[config.mk]
export PLATFORM = sky130hd
export DESIGN_NAME = ram_port_arbiter
export DESIGN_NICKNAME = d
export VERILOG_FILES = /design/src/rtl/ram_arb_pkg.sv /design/src/rtl/ram_arb_rr_pick.sv /design/src/rtl/ram_port_arbiter.sv
export SDC_FILE = /design/constraint.sdc
export NUM_CORES = 1
export LEC_CHECK = 0
export ABC_AREA = 1
export CORE_MARGIN = 1
export CORE_UTILIZATION = 29
export DETAILED_ROUTE_END_ITERATION = 8
export PLACE_DENSITY = 0.81
export SYNTH_ARGS = -nofsm -noshare
export SYNTH_HDL_FRONTEND = slang
export SYNTH_HIERARCHICAL = 1
export SYNTH_SLANG_ARGS = --single-unit
export TNS_END_PERCENT = 50
[constraint.sdc]
create_clock -name clk -period 1.7 [get_ports clk]
set_input_delay 0.425 -clock clk [delete_from_list [all_inputs] [get_ports clk]]
set_output_delay 0.425 -clock clk [all_outputs]
set_load 0.03 [all_outputs]
[src/rtl/ram_arb_pkg.sv]
`default_nettype none
// ============================================================================
// Module      : ram_arb_pkg
// Description : Shared definitions for the two-requester RAM port arbiter.
//               Holds the arbitration FSM state encoding, the default
//               address/data widths, the default burst cap and the width
//               of the burst counter.
// Revision    : 1.0 - initial release
// ============================================================================
package ram_arb_pkg;

    localparam int c_DEF_AW        = 8;
    localparam int c_DEF_DW        = 8;
    localparam int c_DEF_MAX_BURST = 4;
    localparam int c_CNT_W         = 4;

    // IDLE  : no owner, new grants chosen by the priority picker
    // OWN_A : requester A holds the port for a locked burst
    // OWN_B : requester B holds the port for a locked burst
    typedef enum logic [1:0] {
        IDLE  = 2'd0,
        OWN_A = 2'd1,
        OWN_B = 2'd2
    } arb_state_e;

endpackage : ram_arb_pkg
`default_nettype wire

[src/rtl/ram_arb_rr_pick.sv]
`default_nettype none
// ============================================================================
// Module      : ram_arb_rr_pick
// Description : Two-way priority selector. Grants the single valid
//               requester, or the one named by i_prio when both are valid.
// Ports       : i_a_valid - requester A valid
//               i_b_valid - requester B valid
//               i_prio    - preferred requester on contention (0=A, 1=B)
//               o_grant   - one-hot grant, bit 0 = A, bit 1 = B
// Revision    : 1.0 - initial release
// ============================================================================
module ram_arb_rr_pick (
    input  logic       i_a_valid,
    input  logic       i_b_valid,
    input  logic       i_prio,
    output logic [1:0] o_grant
);

    always_comb begin
        o_grant = 2'b00;
        if (i_a_valid && (!i_b_valid || !i_prio)) begin
            o_grant[0] = 1'b1;
        end else if (i_b_valid) begin
            o_grant[1] = 1'b1;
        end
    end

endmodule : ram_arb_rr_pick
`default_nettype wire

[src/rtl/ram_port_arbiter.sv]
`default_nettype none
// ============================================================================
// Module      : ram_port_arbiter
// Description : Shares one single-port RAM (1-cycle registered read) between
//               two requesters A and B. Round-robin arbitration when both
//               contend; a requester asserting lock keeps ownership for up to
//               MAX_BURST consecutive transfers.
// Ports       : clk, rst              - clock, synchronous active-high reset
//               a_valid/a_we/a_lock   - A request, write strobe, lock hint
//               a_addr/a_wdata        - A address and write data
//               a_ready               - A grant (transfer when valid&ready)
//               a_rvalid/a_rdata      - A read response, one cycle after grant
//               b_*                   - identical set for requester B
//               ram_en/ram_we         - RAM port enable and write strobe
//               ram_addr/ram_wdata    - RAM port address and write data
//               ram_rdata             - RAM read data (registered in the RAM)
// Revision    : 1.0 - initial release
// ============================================================================
module ram_port_arbiter
    import ram_arb_pkg::*;
#(
    parameter int AW        = c_DEF_AW,
    parameter int DW        = c_DEF_DW,
    parameter int MAX_BURST = c_DEF_MAX_BURST
) (
    input  logic          clk,
    input  logic          rst,

    input  logic          a_valid,
    input  logic          a_we,
    input  logic          a_lock,
    input  logic [AW-1:0] a_addr,
    input  logic [DW-1:0] a_wdata,
    output logic          a_ready,
    output logic          a_rvalid,
    output logic [DW-1:0] a_rdata,

    input  logic          b_valid,
    input  logic          b_we,
    input  logic          b_lock,
    input  logic [AW-1:0] b_addr,
    input  logic [DW-1:0] b_wdata,
    output logic          b_ready,
    output logic          b_rvalid,
    output logic [DW-1:0] b_rdata,

    output logic          ram_en,
    output logic          ram_we,
    output logic [AW-1:0] ram_addr,
    output logic [DW-1:0] ram_wdata,
    input  logic [DW-1:0] ram_rdata
);

    // One extra bit so count+1 never wraps before the compare.
    localparam logic [c_CNT_W:0] c_MAX_BURST = (c_CNT_W+1)'(MAX_BURST);
    localparam logic [c_CNT_W:0] c_ONE       = (c_CNT_W+1)'(1);

    arb_state_e         r_state_q, w_state_d;
    logic               r_prio_q,  w_prio_d;
    logic [c_CNT_W-1:0] r_cnt_q,   w_cnt_d;
    logic               r_a_rvalid_q, w_a_rvalid_d;
    logic               r_b_rvalid_q, w_b_rvalid_d;

    logic [1:0]         w_pick;
    logic               w_a_grant;
    logic               w_b_grant;
    logic               w_a_xfer;
    logic               w_b_xfer;
    logic               w_xfer_lock;
    logic [c_CNT_W:0]   w_cnt_inc;

    ram_arb_rr_pick u_pick (
        .i_a_valid (a_valid),
        .i_b_valid (b_valid),
        .i_prio    (r_prio_q),
        .o_grant   (w_pick)
    );

    // Grants depend only on valids and registered state, never on the
    // request payload, so ready cannot form a loop through address/data.
    always_comb begin
        w_a_grant = 1'b0;
        w_b_grant = 1'b0;
        if (!rst) begin
            case (r_state_q)
                IDLE: begin
                    w_a_grant = w_pick[0];
                    w_b_grant = w_pick[1];
                end
                OWN_A:   w_a_grant = a_valid;
                OWN_B:   w_b_grant = b_valid;
                default: ;
            endcase
        end
    end

    assign a_ready  = w_a_grant;
    assign b_ready  = w_b_grant;
    assign w_a_xfer = a_valid & w_a_grant;
    assign w_b_xfer = b_valid & w_b_grant;

    assign w_xfer_lock = w_a_xfer ? a_lock : b_lock;
    assign w_cnt_inc   = {1'b0, r_cnt_q} + c_ONE;

    // Next-state: the burst count is always zero in IDLE, so a locked grant
    // from IDLE and a continuing locked transfer share the same rule.
    always_comb begin
        w_state_d    = r_state_q;
        w_prio_d     = r_prio_q;
        w_cnt_d      = r_cnt_q;
        w_a_rvalid_d = w_a_xfer & ~a_we;
        w_b_rvalid_d = w_b_xfer & ~b_we;

        if (w_a_xfer || w_b_xfer) begin
            if (w_xfer_lock && (w_cnt_inc < c_MAX_BURST)) begin
                w_state_d = w_a_xfer ? OWN_A : OWN_B;
                w_cnt_d   = w_cnt_inc[c_CNT_W-1:0];
            end else begin
                w_state_d = IDLE;
                w_cnt_d   = '0;
                // Hand priority to the requester that did not transfer.
                w_prio_d  = w_a_xfer;
            end
        end else if (r_state_q == OWN_A) begin
            // Owner went idle: release the port.
            w_state_d = IDLE;
            w_cnt_d   = '0;
            w_prio_d  = 1'b1;
        end else if (r_state_q == OWN_B) begin
            w_state_d = IDLE;
            w_cnt_d   = '0;
            w_prio_d  = 1'b0;
        end
    end

    always_ff @(posedge clk) begin
        if (rst) begin
            r_state_q    <= IDLE;
            r_prio_q     <= 1'b0;
            r_cnt_q      <= '0;
            r_a_rvalid_q <= 1'b0;
            r_b_rvalid_q <= 1'b0;
        end else begin
            r_state_q    <= w_state_d;
            r_prio_q     <= w_prio_d;
            r_cnt_q      <= w_cnt_d;
            r_a_rvalid_q <= w_a_rvalid_d;
            r_b_rvalid_q <= w_b_rvalid_d;
        end
    end

    // A response due in the first reset cycle is suppressed here, since the
    // registered flag only clears on the reset edge itself.
    assign a_rvalid = r_a_rvalid_q & ~rst;
    assign b_rvalid = r_b_rvalid_q & ~rst;
    assign a_rdata  = a_rvalid ? ram_rdata : '0;
    assign b_rdata  = b_rvalid ? ram_rdata : '0;

    assign ram_en    = w_a_xfer | w_b_xfer;
    assign ram_we    = (w_a_xfer & a_we) | (w_b_xfer & b_we);
    assign ram_addr  = w_b_xfer ? b_addr  : (w_a_xfer ? a_addr  : '0);
    assign ram_wdata = w_b_xfer ? b_wdata : (w_a_xfer ? a_wdata : '0);

endmodule : ram_port_arbiter
`default_nettype wire
Word-level counts from Yosys, hierarchy flattened:

Cells that the tools add are included.

* output and inout port bits: 38
* register bits: 9
* bits of input ports: 48
* word-level logic and storage cells: 59

* equal/unequal tests: 3
* $add $sub $neg: 1
* multiplexer cells: 27
* magnitude comparators: 1
* reduce and logical (&&, ||, !) cells: 9
* bitwise operators: 13

Operators with widths (count)
* 8-bit two-way mux: 6
* 4-bit two-way mux: 4
* 1-bit two-way mux: 10
* 2-bit two-way mux: 5
* 1-bit AND: 8
* 4-bit by 1-bit adder with 5-bit output (second input constant): 1
* 5-bit by 3-bit less-than comparator with 1-bit output (second input constant): 1
* 1-bit case mux with 2 select lines: 2
* 1-bit NOT: 3
* 3-bit nonzero test: 1
* 2-bit by 1-bit == test with 1-bit output (second input constant): 1
* 2-bit == test (second input constant): 1
* 1-bit logical AND: 2
* 1-bit logical NOT: 2
* 2-bit logical NOT: 1
* 1-bit logical OR: 2
* 2-bit inequality test (second input constant): 1
* 1-bit OR: 2
* 2-bit AND reduction: 1

Depth between registers and ports, before layout:

Gate-level depths: netlist of the first run.

* depth in word-level cells: 11
* depth in mapped cells: 10
* mapped depth without buffers: 10

Modules after synthesis:

Netlist of the first run, hierarchy kept.

By module, submodules not included
* ram_port_arbiter: area an instance 810.8 µm², times used 1, seq. area each 180.2 µm², cells an instance 144
* ram_arb_rr_pick: area an instance 27.5 µm², times used 1, seq. area each 0.0 µm², cells an instance 4

Worst setup path after synthesis of the first run:

OpenSTA, ideal clock, no wires.

* path type: input to output
* start point: in a_valid
* end point: out ram_addr[4]
* arrival time: 1.402 ns
* buffers on the path: 1
* stages on the path: 8
* slack: -0.127 ns
* data required time: 1.275 ns
* cells stage by stage: a21boi_2 > nand2_1 > nand2_1 > nand3_2 > inv_2 > buf_6 > nand3_1 > nand2_1

* word-level cells in the longest chain between the ends: 7
* elaborated cells between the ends (all ways): 11
* classes of those cells: 8 x mux; 2 x bitwise; 1 x reduce/logical

RTL lines
* start: declaration: line ram_port_arbiter.sv:29 `input logic a_valid,`
* 1-bit logical AND: line ram_arb_rr_pick.sv:21 `if (i_a_valid && (!i_b_valid || !i_prio)) begin`
* 1-bit two-way mux: line ram_arb_rr_pick.sv:21
* 1-bit case mux with 2 select lines: line ram_port_arbiter.sv:85 `case (r_state_q)`
* 1-bit two-way mux: line ram_port_arbiter.sv:84 `if (!rst) begin`
* 1-bit AND: line ram_port_arbiter.sv:99 `assign w_a_xfer = a_valid & w_a_grant;`
* 8-bit two-way mux: line ram_port_arbiter.sv:161 `assign ram_addr = w_b_xfer ? b_addr : (w_a_xfer ? a_addr : '0);`
* 8-bit two-way mux *: line ram_port_arbiter.sv:161
* end: declaration: line ram_port_arbiter.sv:49 `output logic [AW-1:0] ram_addr,`

Mark *: on every way between the ends. The rest lies on a longest branch, timed or not.

Worst setup path in the final report of the first run:

* start point: reg r_state_q[0]
* end point: out ram_addr[4]

* word-level cells in the longest chain between the ends: 6
* elaborated cells between the ends (all ways): 11
* classes of those cells: 2 x eq/ne; 6 x mux; 2 x bitwise; 1 x reduce/logical

RTL lines
* start: declaration: line ram_port_arbiter.sv:58 `arb_state_e r_state_q, w_state_d;`
* start signal: assignment: line ram_port_arbiter.sv:144 `r_state_q <= w_state_d;`
* 2-bit by 1-bit == test with 1-bit output or 2-bit logical NOT (tied branches): line ram_port_arbiter.sv:85
* 1-bit case mux with 2 select lines: line ram_port_arbiter.sv:85
* 1-bit two-way mux: line ram_port_arbiter.sv:84
* 1-bit AND: line ram_port_arbiter.sv:99
* 8-bit two-way mux: line ram_port_arbiter.sv:161
* 8-bit two-way mux *: line ram_port_arbiter.sv:161

Marked as above.

==> flow_summary.ini, run 1 <==
[outcome]
status = complete, but fails checks
violations = setup timing

[sta]
setup_viol = 36
holdWs_ns = 0.457
rsz0062_at_grt = true
slew_headroom_pct = 84.9
min_period_over_period_pct = 118
fin_ws_ns = -0.310
hold_viol_final = 0
finalClockSkew_ns = 0.00318
fin_crit_ns = 2.01
fmax_mhz = 498
tightest_slew_ns = 0.225
slew_viol_final = 0

[clocking]
cts-buffers-inserted = 3
clkSinkCount = 9
clockBufferDepth = 2
cts_tree = yes
path_clk_slew_ns = 0.07
cts_root_buf = clkbuf_4
htreeDepth = 1
clk-insertion-delay-late_ns = 0.25
hold_buffers = 0

[detailed_routing]
initialDrtViolationCount = 55
dr_total_vias = 1403
vias_per_cell = 4.76
wire_per_inst_um = 12.2
drt_pre_antenna_iters = 4
ant_nets = 0
wl_mm = 3.60
drc_errors = 0

[worst_setup_path]
critPathBufInv = 4
crit_path_start_kind = register
critPathRequiredTime_ns = 1.27
worstSetupPathType = register to output pin
slowest_stage = dfxtp_2
slowest_delay_ns = 0.35
path_delay_family = buffers and inverters
r2r_setup_slack_ns = 0.05
crit_path_frequent_cell = nand2_2
cp-end-kind = output pin
crit_chain = inv_2, nand2_2, o21ai_4, nand3_4, inv_4, buf_12, nand2_1, nand2_2, buf_6
crit_fanout = 13
crit_arrival_ns = 1.58

[pwr]
swShare_pct = 34.4
max-vdd-ir-drop_mv = 0.300
combPwrFrac_pct = 53.3
clockPowerShare_pct = 20.0
p_int_uw = 549
seqPwrFrac_pct = 26.7
power.switching_uw = 288
power_density_mw_per_mm2 = 376
power_leakage_uw = 0.00109

[place]
place_congestion = 0.820
pre_cts_slack_ns = -0.682
io_buffers = 85
hpwl_mm = 2.29

[logic_synthesis]
seq_area_frac_synth_pct = 21.5
netlist_area_sq_um = 838
yosysUniqueCellTypes = 20
syn_area_per_cell_sq_um = 5.66
ys_ff_latch = 9
synthTopCellsByArea = dfxtp_1 (21%), nand2_1 (20%), nand3_1 (13%), nor2_1 (10%), inv_1 (8.5%)
synth.largest_area_cell = dfxtp_1
syn_nets = 197
ys_warn_count = 6
synth_top_cell_area_share_pct = 21.5
syn_inst = 148

[die]
initial_core_util_pct = 30.4
die_w_um = 55.8
rows = 19
ioPinCount = 86
die_area_sq_mm = 0.00311
fp.coreArea_sq_mm = 0.00276
die_y_um = 55.8

[grt]
grt_max_degree = 14
antenna_found_initial = 0
grt_pass1_vias = 1297
grt_overflow = 0
grt_use_total_pct = 22.7
grt_pass1_wl_mm = 5.68

[cells_and_area]
fill_cells = 193
layout.nets = 314
final_util_pct = 80.7
drive_gt1_share_pct = 48.5
area_growth_pct = 166
diodes = 0

[flow_run]
cap_violations = 0

[hold_path]
hp-class = register to register
[layout by cell type (no fill, tap or decap), types with 3 or more instances in the layout]
cell type	count
buf_6	33
inv_4	4
dfxtp_2	3
clkdlybuf4s50_1	44
dfxtp_1	6
clkbuf_4	3
nand3_2	14
inv_2	3
nand4_1	6
nand2_1	27
nand2_2	7
nand3_1	8
nand2_4	12
a21oi_1	4
inv_1	16
nor2_1	20
buf_4	32
[layout make-up]
cell class / instances / area [sq um] / share of cell area (%)
Sequential cell: 9 / 184 / 8.26
Clock buffer: 4 / 26.3 / 1.18
Timing Repair Buffer: 113 / 1100 / 49.5
Tap cell: 31 / 38.8 / 1.74
Inverter: 22 / 95.1 / 4.27
Timing Repair inverter: 3 / 21.3 / 0.956
Multi-Input combinational cell: 113 / 759 / 34.1
[sequential cells by signal (all words and copies together) (netlist names)]
register,count
r_cnt_q,4
r_state_q,2
r_a_rvalid_q,1
r_b_rvalid_q,1
r_prio_q,1
[power by group through the flow]
stage	clock network, uW	registers, uW	logic (uW)
finish	168	224	446
global route	187	225	474
CTS	169	223	414
detailed placement	0	226	351
global placement	0	226	348
floorplan	0	225	155
[final timing paths]
check               start     endpoint  depth (start not counted)
max          r_state_q[0]  ram_addr[4]                          9
min            r_cnt_q[3]   r_cnt_q[3]                          2
max reg2reg      r_prio_q     r_prio_q                         12
min reg2reg    r_cnt_q[3]   r_cnt_q[3]                          2
[Yosys cell counts]
cell type  number
nand3_2         3
nor2_2          1
inv_1          19
nor3b_1         1
buf_4           1
inv_2           3
nand2_1        45
nand4_1         6
nand3_1        21
nand2_2         1
a21oi_1         6
or2_2           1
a21oi_2         1
o21ai_2         1
ha_1            1
a21boi_2        1
a22o_1          1
nor2_1         23
buf_6           3
dfxtp_1         9
[what timing repair did]
action                                 4_1_cts  5_1_grt
resized for setup                           67       22
endpoints found under the hold margin        0        0
cloned                                       3        0
buffers inserted                             7        5
setup endpoints to repair                   43       43
pin swaps                                   10        9
[layer usage]
layer  GRT usage [%]  up-vias  share of wire [%]
met1            25.7      632                 39
met5               0        -                  0
met2            42.7       67                 53
li1                -      702                  -
met4            5.36        0               0.75
met3            4.88        2                7.6
[stage by stage]
stage	total power (uW)	area, sq um	instances	TNS, ns
final	837	2230	295	-5.89
after CTS	806	2130	293	-5.69
after floorplan	380	921	148	-0.0850
after global placement	574	1830	279	-19.78
after detailed placement	577	1830	279	-20.81
after global routing	885	2230	295	-9.04
[tightest hold or removal path, cell delays in order (launching register included)]
cell	delay, ns
dfxtp_1	0.32
nand2_1	0.06
nor2_1	0.03
[cell families after synthesis]
group,Yosys count,share of synthesized area (%)
simple gates,102,54.2
buf+inv,26,14.8
compound gates,10,8.06
fa+ha+maj,1,1.49
flops,9,21.5
Power figures use the tool's default switching activity.
==> run 2, diff against run 1 <==
--- a/config.mk
+++ b/config.mk
@@ -5,7 +5,6 @@
 export SDC_FILE = /design/constraint.sdc
 export NUM_CORES = 1
 export LEC_CHECK = 0
-export ABC_AREA = 1
 export CORE_MARGIN = 1
 export CORE_UTILIZATION = 29
 export DETAILED_ROUTE_END_ITERATION = 8
==> flow_summary.ini, run 2 <==
[outcome]
status = complete, but fails checks
violations = setup timing

[logic_synthesis]
synth_commonest_cells = and2_1 (19), a22o_1 (17), dfxtp_1 (9)
yosysUniqueCellTypes = 36
ys_ff_latch = 9
syn_area_per_cell_sq_um = 8.26
seq_area_frac_synth_pct = 21.8
synthTopCellsByArea = dfxtp_1 (22%), a22o_1 (18%), and2_1 (14%), o41ai_1 (3.2%), a21oi_1 (2.4%)
synth.largest_area_cell = dfxtp_1
netlist_area_sq_um = 826
syn_nets = 149
synth_top_cell_area_share_pct = 21.8
synthFlopType = dfxtp_1
synth-async-reset-ratio_pct = 0
synth_edf_count = 0
yosysMostFrequentCell = and2_1
ys_warn_count = 6
syn_inst = 100

[die]
die_area_sq_mm = 0.00306
die_w_um = 55.4
initial_core_util_pct = 31.9
rows = 18
ioPinCount = 86
die_y_um = 55.4
fp.coreArea_sq_mm = 0.00259

[cells_and_area]
drive_gt1_share_pct = 54.3
layout.nets = 260
final_common_cell = clkdlybuf4s50_1
regMostFlops = r_cnt_q
diodes = 0
largest_reg_flops = 4
final_cells = 240
final_cell_mix = clkdlybuf4s50_1 (44), buf_4 (40), buf_6 (24)
final_util_pct = 82.6
largestRegisters = r_cnt_q x4, r_state_q x2
area_growth_pct = 159

[worst_setup_path]
worstSetupPathType = register to output pin
r2r_end = r_state_q[1]
critPathBufInv = 3
reg2reg_depth = 8
cp-end-kind = output pin
crit_chain = inv_2, a21boi_4, nor2_4, nor3_4, nor2_4, buf_12, a22o_4, buf_6
crit_fanout = 10
crit_arrival_ns = 1.70
slowest_delay_ns = 0.35
r2r_start = r_prio_q
worst-path-stages = 8
critPathRequiredTime_ns = 1.27
crit_path_start_kind = register
cp-endpoint = ram_wdata[4]
crit_path_frequent_cell = nor2_4
r2r_setup_slack_ns = -0.13
critPathLaunch = r_prio_q
slowest_stage = dfxtp_2
path_delay_family = simple AND/OR/NAND/NOR gates

[grt]
grt_max_degree = 19
grt_use_total_pct = 23.9
grt_overflow = 0
antenna_found_initial = 0
grt_pass1_wl_mm = 5.89
grt_pass1_vias = 1329

[sta]
setup_viol = 21
fmax_mhz = 470
fin_ws_ns = -0.428
slew_headroom_pct = 75.1
holdWs_ns = 0.495
slew_viol_final = 0
fin_crit_ns = 2.13
min_period_over_period_pct = 125
finalClockSkew_ns = 0.0125
rsz0062_at_grt = true
tightest_slew_ns = 0.373
hold_viol_final = 0

[pwr]
seqPwrFrac_pct = 27.0
p_int_uw = 553
max-vdd-ir-drop_mv = 0.344
swShare_pct = 32.6
combPwrFrac_pct = 53.0
power_leakage_uw = 0.00101
clockPowerShare_pct = 20.0
power_density_mw_per_mm2 = 383
power.switching_uw = 268

[clocking]
clockBufferDepth = 2
cts_tree = yes
htreeDepth = 1
clk-insertion-delay-late_ns = 0.26
clkSinkCount = 9
path_clk_slew_ns = 0.07
cts_root_buf = clkbuf_4
hold_buffers = 0
cts-buffers-inserted = 3

[place]
io_buffers = 85
dp.cells = 232
hpwl_mm = 2.93
place_congestion = 0.856

[detailed_routing]
initialDrtViolationCount = 25
wire_per_inst_um = 16.2
wl_mm = 3.88
drt_pre_antenna_iters = 4
vias_per_cell = 5.23
dr_total_vias = 1256
ant_nets = 0
drc_errors = 0

[hold_path]
hp-class = register to register
worstHoldPathCells = 1

[flow_run]
cap_violations = 0
run 2: changes by cell type after synthesis, sizes merged, moves of 16 or more:
cell	delta
and2	+20
nand3	-23
nor2	-20
inv	-19
a22o	+16
nand2	-41
run 2: power by group through the flow:
| stage | clock network [uW] | logic [uW] | registers, uW |
|---|---|---|---|
| finish | 164 | 435 | 221 |
| global placement | 0 | 373 | 224 |
| CTS | 169 | 411 | 220 |
| global route | 181 | 456 | 221 |
| floorplan | 0 | 165 | 224 |
| detailed placement | 0 | 381 | 225 |
run 2: how the worst min path moves through the flow:
stage / startpoint / endpoint / slack (ns)
final: r_cnt_q[2] / r_cnt_q[2] / 0.50
after floorplan: r_cnt_q[2] / r_cnt_q[2] / 0.44
after detailed placement: r_cnt_q[2] / r_cnt_q[2] / 0.48
after global placement: r_cnt_q[1] / r_cnt_q[1] / 0.46
after global routing: r_cnt_q[2] / r_cnt_q[2] / 0.50
after CTS: r_cnt_q[2] / r_cnt_q[2] / 0.50
run 2: cell families (layout without fill, tap and decap cells):
logic type      after synthesis  after routing  synth area share, %
compound gates               31             31                 30.6
fa+ha+maj                     1              1                 1.51
buf+inv                      10            120                 6.06
flops                         9              9                 21.8
mux                           2              2                 2.42
simple gates                 47             47                 37.6
run 2: worst register-to-register path: stages, from the launching register on:
cell	delay, ns
dfxtp_2	0.35
inv_2	0.05
a21boi_4	0.16
nor2_4	0.06
buf_4	0.13
buf_4	0.13
nor4b_4	0.26
or4b_1	0.47
a21oi_1	0.13
run 2: layout make-up:
| type | count | area, sq um |
|---|---|---|
| clock buffers | 3 | 22.5 |
| multi-input cells | 81 | 821 |
| repair buffers | 113 | 1060 |
| flip-flops and latches | 9 | 181 |
| clock inverters | 1 | 5.00 |
| well taps | 30 | 37.5 |
| inverters | 3 | 11.3 |
| fillers | 151 | 450 |
run 2: repair_timing:
| action | 4_1_cts | 5_1_grt |
|---|---|---|
| buffers inserted | 2 | 2 |
| endpoints found under the setup margin | 45 | 28 |
| cloned | 0 | 0 |
| pin swaps | 4 | 4 |
| gates resized for setup | 43 | 17 |
run 2: through the flow:
step	instance area (sq um)	power, uW	setup TNS [ns]	setup slack (ns)
floorplan	965	388	-6.29	-0.296
global placement	1900	597	-24.21	-0.805
detailed placement	1900	605	-25.70	-0.846
CTS	2040	801	-7.59	-0.409
global route	2140	858	-9.61	-0.482
finish	2140	820	-7.99	-0.428
run 2: routing by layer:
metal | share of wire (%) | vias up | track usage [%]
met3 | 8.3 | 8 | 4.92
met5 | 0 | - | 0
met1 | 33 | 573 | 22.5
met2 | 57 | 82 | 49.7
li1 | - | 593 | -
met4 | 1.5 | 0 | 7.86
